<file path="src/rtl/alu_seq.sv">
// Sequential ALU: one request in, one registered result + NZCV flags out.
// Latency 1 cycle for ADD/SUB/AND/OR/MOV/LSL/LSR, N cycles for MUL (shift-add).
// Result is held until ready_i; ready_o is low while multiplying or while a held result is not taken.
module alu_seq #(
    parameter int N  = 32,
    parameter int SW = $clog2(N)
) (
    input  logic         clk_i,
    input  logic         rst_ni,
    input  logic [N-1:0] a_i,
    input  logic [N-1:0] b_i,
    input  logic [2:0]   opcode_i,
    input  logic         valid_i,
    output logic         ready_o,
    output logic [N-1:0] result_o,
    output logic [3:0]   ALUFlags,
    output logic         valid_o,
    input  logic         ready_i
);

    typedef enum logic [2:0] {
        OP_ADD = 3'b000,
        OP_SUB = 3'b001,
        OP_AND = 3'b010,
        OP_OR  = 3'b011,
        OP_MOV = 3'b100,
        OP_LSL = 3'b101,
        OP_LSR = 3'b110,
        OP_MUL = 3'b111
    } op_e;

    typedef enum logic [1:0] {
        IDLE,
        BUSY,
        HOLD
    } state_e;

    state_e        state_q, state_d;
    op_e           op;
    logic          accept;
    logic          mul_last;
    logic [SW-1:0] cnt_q;
    logic [N-1:0]  acc_q, mcand_q, mplier_q, acc_sum;

    logic [SW-1:0] shamt;
    logic [N-1:0]  b_eff;
    logic [N:0]    sum, shl, shr;
    logic [N-1:0]  alu_res;
    logic          alu_c, alu_v;

    assign op    = op_e'(opcode_i);
    assign shamt = b_i[SW-1:0];
    assign b_eff = (op == OP_SUB) ? ~b_i : b_i;
    assign sum   = {1'b0, a_i} + {1'b0, b_eff} + {{N{1'b0}}, (op == OP_SUB)};
    // Extra bit on the exit side of each shifter catches the last bit shifted out.
    assign shl   = {1'b0, a_i} << shamt;
    assign shr   = {a_i, 1'b0} >> shamt;

    always_comb begin
        alu_res = '0;
        alu_c   = 1'b0;
        alu_v   = 1'b0;
        case (op)
            OP_ADD, OP_SUB: begin
                alu_res = sum[N-1:0];
                alu_c   = sum[N];
                alu_v   = (a_i[N-1] == b_eff[N-1]) && (sum[N-1] != a_i[N-1]);
            end
            OP_AND: alu_res = a_i & b_i;
            OP_OR:  alu_res = a_i | b_i;
            OP_MOV: alu_res = a_i;
            OP_LSL: begin
                alu_res = shl[N-1:0];
                alu_c   = shl[N];
            end
            OP_LSR: begin
                alu_res = shr[N:1];
                alu_c   = shr[0];
            end
            default: alu_res = '0;
        endcase
    end

    assign acc_sum  = acc_q + (mplier_q[0] ? mcand_q : '0);
    assign mul_last = (state_q == BUSY) && (cnt_q == SW'(N - 1));

    always_comb begin
        state_d = state_q;
        ready_o = 1'b0;
        case (state_q)
            IDLE: ready_o = 1'b1;
            HOLD: ready_o = ready_i;
            default: ready_o = 1'b0;
        endcase
        accept = valid_i && ready_o;
        case (state_q)
            IDLE, HOLD: begin
                if (accept)
                    state_d = (op == OP_MUL) ? BUSY : HOLD;
                else if (state_q == HOLD && ready_i)
                    state_d = IDLE;
            end
            BUSY: if (mul_last) state_d = HOLD;
            default: state_d = IDLE;
        endcase
    end

    always_ff @(posedge clk_i or negedge rst_ni) begin
        if (!rst_ni) state_q <= IDLE;
        else         state_q <= state_d;
    end

    // Multiplicand walks left, multiplier walks right; one partial product per cycle.
    always_ff @(posedge clk_i or negedge rst_ni) begin
        if (!rst_ni) begin
            cnt_q    <= '0;
            acc_q    <= '0;
            mcand_q  <= '0;
            mplier_q <= '0;
        end else if (accept && op == OP_MUL) begin
            cnt_q    <= '0;
            acc_q    <= '0;
            mcand_q  <= a_i;
            mplier_q <= b_i;
        end else if (state_q == BUSY) begin
            cnt_q    <= cnt_q + SW'(1);
            acc_q    <= acc_sum;
            mcand_q  <= mcand_q << 1;
            mplier_q <= mplier_q >> 1;
        end
    end

    always_ff @(posedge clk_i or negedge rst_ni) begin
        if (!rst_ni) begin
            valid_o  <= 1'b0;
            result_o <= '0;
            ALUFlags <= '0;
        end else if (accept && op != OP_MUL) begin
            valid_o  <= 1'b1;
            result_o <= alu_res;
            ALUFlags <= {alu_res[N-1], (alu_res == '0), alu_c, alu_v};
        end else if (mul_last) begin
            valid_o  <= 1'b1;
            result_o <= acc_sum;
            ALUFlags <= {acc_sum[N-1], (acc_sum == '0), 2'b00};
        end else if (state_q == HOLD && ready_i) begin
            valid_o  <= 1'b0;
        end
    end

endmodule

</file>
<file path="config.mk">
export PLATFORM = sky130hd
export DESIGN_NAME = alu_seq
export DESIGN_NICKNAME = d
export VERILOG_FILES = /design/src/rtl/alu_seq.sv
export SDC_FILE = /design/constraint.sdc
export NUM_CORES = 1
export LEC_CHECK = 0
export BUFFER_PORTS_ARGS = -buffer_cell sky130_fd_sc_hd__clkbuf_2
export CAP_MARGIN = 20
export CELL_PAD_IN_SITES_DETAIL_PLACEMENT = 0
export CELL_PAD_IN_SITES_GLOBAL_PLACEMENT = 1
export CORE_MARGIN = 3
export CORE_UTILIZATION = 47
export CTS_CLUSTER_SIZE = 28
export DETAILED_ROUTE_END_ITERATION = 7
export PLACE_DENSITY = 0.81
export SYNTH_ARGS = -nofsm -noshare
export SYNTH_HDL_FRONTEND = slang
export SYNTH_SLANG_ARGS = --single-unit
</file>
<file path="constraint.sdc">
create_clock -name clk_i -period 4 [get_ports clk_i]
set_input_delay 0.4 -clock clk_i [delete_from_list [all_inputs] [get_ports clk_i]]
set_output_delay 0.4 -clock clk_i [all_outputs]
set_load 0.1 [all_outputs]
</file>
# [Word-level counts from Yosys, hierarchy flattened]
# Index checks and enable logic that the tools add are counted.
[word_totals] output_inout_bits=38 elab_cells=74 input_bits=71 regBits=140
[classes] n_reduce_logical=16 eq_ne=15 shift=2 bitwise_logic=3 addsub=4 mux=26
[ops] operator="2-to-1 mux 32 bit" n=10
[ops] operator="case mux 32 bit (6 select lines)" n=1
[ops] operator="logical NOT 32 bit" n=2
[ops] operator="adder 32 x 32 -> 33 bit" n=1
[ops] operator="adder 33 x 1 -> 33 bit" n=1
[ops] operator="left shift 32 x 5 -> 33 bit" n=1
[ops] operator="right shift 33 x 5 -> 33 bit" n=1
[ops] operator="adder 32 bit" n=1
[ops] operator="AND 32 bit" n=1
[ops] operator="inverter 32 bit" n=1
[ops] operator="bitwise OR 32 bit" n=1
[ops] operator="equality test 3 bit (second input constant)" n=4
[ops] operator="2-to-1 mux 5 bit" n=2
[ops] operator="2-to-1 mux 2 bit" n=4
[ops] operator="2-to-1 mux 4 bit" n=2
[ops] operator="equality test 3 x 2 -> 1 bit (second input constant)" n=2
[ops] operator="logical AND 1 bit" n=6
[ops] operator="!= test 3 bit (second input constant)" n=2
[ops] operator="adder 5 x 1 -> 5 bit (second input constant)" n=1
[ops] operator="equality test 5 bit (second input constant)" n=1
[ops] operator="2-to-1 mux 1 bit" n=4
[ops] operator="case mux 2 bit (2 select lines)" n=1
[ops] operator="nonzero test 2 bit" n=2
[ops] operator="OR reduction 2 bit" n=2
[ops] operator="12 further kinds" n=12

# [Logic depth before layout (Yosys ltp)]
[logic_depth] ltp_word=8 depth_mapped=25 ltp_nobuf=17

# [Worst setup path after synthesis]
# OpenSTA, ideal clock, no wires.
[synth_path] kind="input port to flip-flop" from="input port opcode_i[1]" to="register ALUFlags[2]" setup_time_ps=95 t_required_ps=3905 arrival_time_ps=5445 setup_slack_ps=-1541 stages=23 n_path_buf=7 cell_sequence="clkbuf_1 clkbuf_1 nor2_1 clkbuf_1 clkbuf_1 buf_1 and2_1 clkbuf_1 buf_1 xnor2_1 ha_1 a21oi_1 a21oi_1 o211ai_1 a21oi_1 mux2i_1 a2111oi_0 and4_1 or4bb_1 nor4_1 and4b_1 a31oi_1 o31ai_1"
[synth_via] elab_chain_cells=7 elab_cells_between_ends=17 cone_classes="add/sub: 2; eq/ne: 7; mux: 3; reduce/logical: 5"
[synth_lines] item="start: declaration" line="12" source="input logic [2:0] opcode_i,"
[synth_lines] item="equality test 3 x 1 -> 1 bit" line="53, 54, 63"
[synth_lines] item="2-to-1 mux 32 bit" line="53" source="assign b_eff = (op == OP_SUB) ? ~b_i : b_i;"
[synth_lines] item="adder 32 x 32 -> 33 bit" line="54" source="assign sum = {1'b0, a_i} + {1'b0, b_eff} + {{N{1'b0}}, (op == OP_SUB)};"
[synth_lines] item="adder 33 x 1 -> 33 bit" line="54"
[synth_lines] item="case mux 32 bit (6 select lines)" line="63" source="case (op)"
[synth_lines] item="logical NOT 32 bit" line="141" source="ALUFlags <= {alu_res[N-1], (alu_res == '0), alu_c, alu_v};"
[synth_lines] item="2-to-1 mux 4 bit" line="138" source="end else if (accept && op != OP_MUL) begin"
[synth_lines] item="end signal: assignment" line="141"
[synth_lines] item="end signal: assignment" line="145" source="ALUFlags <= {acc_sum[N-1], (acc_sum == '0), 2'b00};"
[synth_lines] item="end: declaration" line="16" source="output logic [3:0] ALUFlags,"
# Several ways; a longest one is shown, not always the timed one.
# A chain may end at the register's enable or synchronous reset.

# [Worst setup path after layout]
[layout_path] from="register mplier_q[0]" to="register ALUFlags[2]"
[layout_via] elab_chain_cells=5
[layout_lines] item="start: declaration" line="43" source="logic [N-1:0] acc_q, mcand_q, mplier_q, acc_sum;"
[layout_lines] item="start signal: assignment" line="124" source="mplier_q <= b_i;"
[layout_lines] item="start signal: assignment" line="129" source="mplier_q <= mplier_q >> 1;"
[layout_lines] item="2-to-1 mux 32 bit" line="84" source="assign acc_sum = acc_q + (mplier_q[0] ? mcand_q : '0);"
[layout_lines] item="adder 32 bit" line="84"
[layout_lines] item="logical NOT 32 bit" line="145"
[layout_lines] item="2-to-1 mux 4 bit" line="142" source="end else if (mul_last) begin"
[layout_lines] item="2-to-1 mux 4 bit" line="138"
# Every way passes these cells. The select of a mux whose other input is x is not followed.

==> flow_metrics.tcl <==
set metrics [dict create \
    ys_seq_elements 139 \
    ys.flop_type "dfrtp_1" \
    end_kind "flop" \
    fin_crit_ns 3.97 \
    syn_area_um2 15000 \
    slew_headroom 0.460 \
    dp_cells 2617 \
    cap_violations 0 \
    worstRegToRegCells 17 \
    clockRootBuffer "clkbuf_16" \
    critPathMaxFanout 2 \
    fin_util 0.642 \
    hold_viol_final 0 \
    multi_input_area_um2 11100 \
    insertion_delay_ns 0.45 \
    synth_async_sr_flop_share 1.00 \
    seq_area_um2 3480 \
    place.gp.congestion 1.10 \
    ir_drop_mv 0.336 \
    skew_ns 0.0133 \
    synth_cell_types 85 \
    clk_path_buf_depth 2 \
    numCtsBuffers 17 \
    vias_per_cell 6.51 \
    drt-initial-drc-count 1943 \
    whs_endpoint "state_q[1]" \
    ys_top_cells_by_area "dfrtp_1 23%, nand2_1 7.8%, mux4_2 7.6%" \
    die_w_um 185 \
    drt_wl_total_mm 67.8 \
    dieArea_um2 34200 \
    grt_use_total 0.392 \
    r2r_setup_slack_ns 0.03 \
    numPortBuffers 108 \
    drc 0 \
    antenna_found_initial 0 \
    cellPowerDensity_nw_per_um2 455 \
    h-tree-depth 4 \
    cp_data_arrival_time_ns 4.32 \
    synthMuxAreaShare 0.139 \
    avgRoutedWirePerCell_um 25.5 \
    final-setup-viol-count 0 \
    final_cells 2658 \
    clk_pin_slew_ns 0.06 \
    core_um2 31100 \
    synthAdderAreaFrac 0.0837 \
    yosys.area.top_type "dfrtp_1" \
    hold_class "in -> reg" \
    worstHoldStart "ready_i" \
    fin_crit_sh 0.992 \
    synth_compound_area_frac 0.250 \
    worst_slew_pin_slew_ns 0.790 \
    synth_nets 1984 \
    grt_pass1_wl_mm 102 \
    synth_top_family_by_area "compound AO/OA/AOI/OAI gates" \
    cts_tree "built" \
    grt_max_degree 113 \
    start_util 0.484 \
    drt_pass1_iterations 8 \
    ant_nets 0 \
    clock_sinks 139 \
    rows 64 \
    first_global_vias 16800 \
    yosysSeqAreaShare 0.231 \
    finalNetCount 2397 \
    start_kind "flop" \
    finalWorstSetupSlack_ns 0.0312 \
    syn_to_final_growth_pct 32.6 \
    crit_slowest_cell "dfrtp_1" \
    cpMostUsedCell "buf_4" \
    min_path_cells 2 \
    pin_count 109 \
    maxSlewViolCount 0 \
    max_stage_delay_ns 0.39 \
    max_freq_mhz 252 \
    die_h_um 185 \
    antenna_cells 0 \
    synth-edff-count 0 \
    fillers 2722 \
    post-dp-hpwl_mm 53.6 \
    synth_cells 1836 \
    yosysWarnings 0 \
    vias 17300 \
    outcome "finished clean" \
    gr-total-overflow 0 \
    avgSynthCellArea_um2 8.19 \
    yosysMostFrequentCell "nand2_1" \
    r2r_end "ALUFlags[2]" \
    required_ns 4.35 \
    path_class "reg -> reg" \
    synth-xor-area-share 0.0483 \
    synth.top_cell.area_share 0.231 \
    place_worst_setup_slack_ns -0.476 \
    drive_gt1_frac 0.335 \
    synth_simple_gate_area_frac 0.193 \
    leakagePower_nw 9.25 \
    rsz0062_at_grt "yes" \
    synth_commonest_cells "313 x nand2_1, 139 x dfrtp_1, 123 x clkbuf_1" \
    crit_chain "and2_1 > ha_1 > fa_2 > a21o_1 > a31o_2 > a311oi_1 > buf_4 > o221ai_4 > buf_4 > o41ai_1 > buf_4 > o21bai_1 > a21oi_2 > xnor2_1 > and3_1 > nand4_1 > o31ai_1" \
    worstReg2RegStart "mplier_q[0]" \
    power_mw 9.07 \
]
==> cell families after synthesis <==
logic type      count (synthesis)
mux                           141
simple gates                  628
compound gates                547
fa+ha+maj                     105
flops                         139
xor+xnor                       83
buf+inv                       193
==> per-layer routing <==
| layer | global-route usage | wire (um) | vias up |
|---|---|---|---|
| li1 | - | - | 7715 |
| met4 | 0.195 | 3800 | 0 |
| met1 | 0.519 | 27500 | 8419 |
| met3 | 0.0599 | 5600 | 186 |
| met5 | 0 | 0 | - |
| met2 | 0.628 | 30900 | 984 |
==> where the power goes <==
group          internal, mW  switching [mW]  total, mW
Sequential             1.96           0.396       2.36
Combinational          1.98            3.14       5.12
Clock                 0.920           0.673       1.59
==> per-stage QoR <==
step / TNS (ns) / hold WS (ns) / cell area [um2]
2_1_floorplan: -0.412 / 0.104 / 15200
3_3_place_gp: -0.924 / 0.283 / 19000
3_5_place_dp: -1.01 / 0.289 / 19000
4_1_cts: 0 / 0.170 / 19600
5_1_grt: -0.116 / 0.211 / 19900
6_report: 0 / 0.184 / 19900
==> state kept, by name, indices dropped and copies added (netlist names) <==
register	flops
acc_q	32
mcand_q	32
mplier_q	32
result_o	32
cnt_q	5
ALUFlags	3
state_q	2
valid_o	1
==> layout by cell type (no fill, tap or decap), types with 59 or more instances in the layout <==
cell	netlist	layout
nor2_1	110	107
a21oi_1	102	88
buf_4	5	442
dfrtp_1	139	139
ha_1	75	74
clkbuf_2	0	104
mux2i_1	59	59
a22oi_1	85	85
nand2_1	313	313
o21ai_0	94	88
==> worst max path at each step <==
stage          slack [ns]          end  cells after the start        start
2_1_floorplan       -0.39  ALUFlags[2]                     23  opcode_i[1]
3_3_place_gp        -0.54  ALUFlags[2]                     19  opcode_i[2]
3_5_place_dp        -0.48  ALUFlags[2]                     20  opcode_i[2]
4_1_cts              0.01  ALUFlags[2]                     21  opcode_i[2]
5_1_grt             -0.09  ALUFlags[2]                     21  opcode_i[2]
6_report             0.03  ALUFlags[2]                     17  mplier_q[0]
==> area by class of cell <==
class	count	share of cell area
sequential	139	0.174
clock inverter	14	0.00740
tap	396	0.0248
multi-input combinational	1504	0.559
clock buffer	18	0.0215
timing repair buffer	564	0.209
inverter	23	0.00433
==> critical path, delay by kind of cell (launching register included) <==
| family | cells | cell delay, ns |
|---|---|---|
| AO/OA/AOI/OAI | 8 | 1.71 |
| flip-flops | 1 | 0.39 |
| adder cells (fa/ha/maj) | 2 | 0.56 |
| buffers and inverters | 3 | 0.54 |
| AND/OR/NAND/NOR | 3 | 0.49 |
| XOR/XNOR | 1 | 0.18 |
==> timing repair <==
action                                 4_1_cts  5_1_grt
endpoints found under the hold margin       27        0
pin swaps                                    3       21
hold buffers                                 1        0
buffers inserted                             1        6
setup endpoints to repair                    1        6
cloned                                       0        1
gates resized for setup                      6       49
No activity file was read; power rests on OpenSTA's default activity.
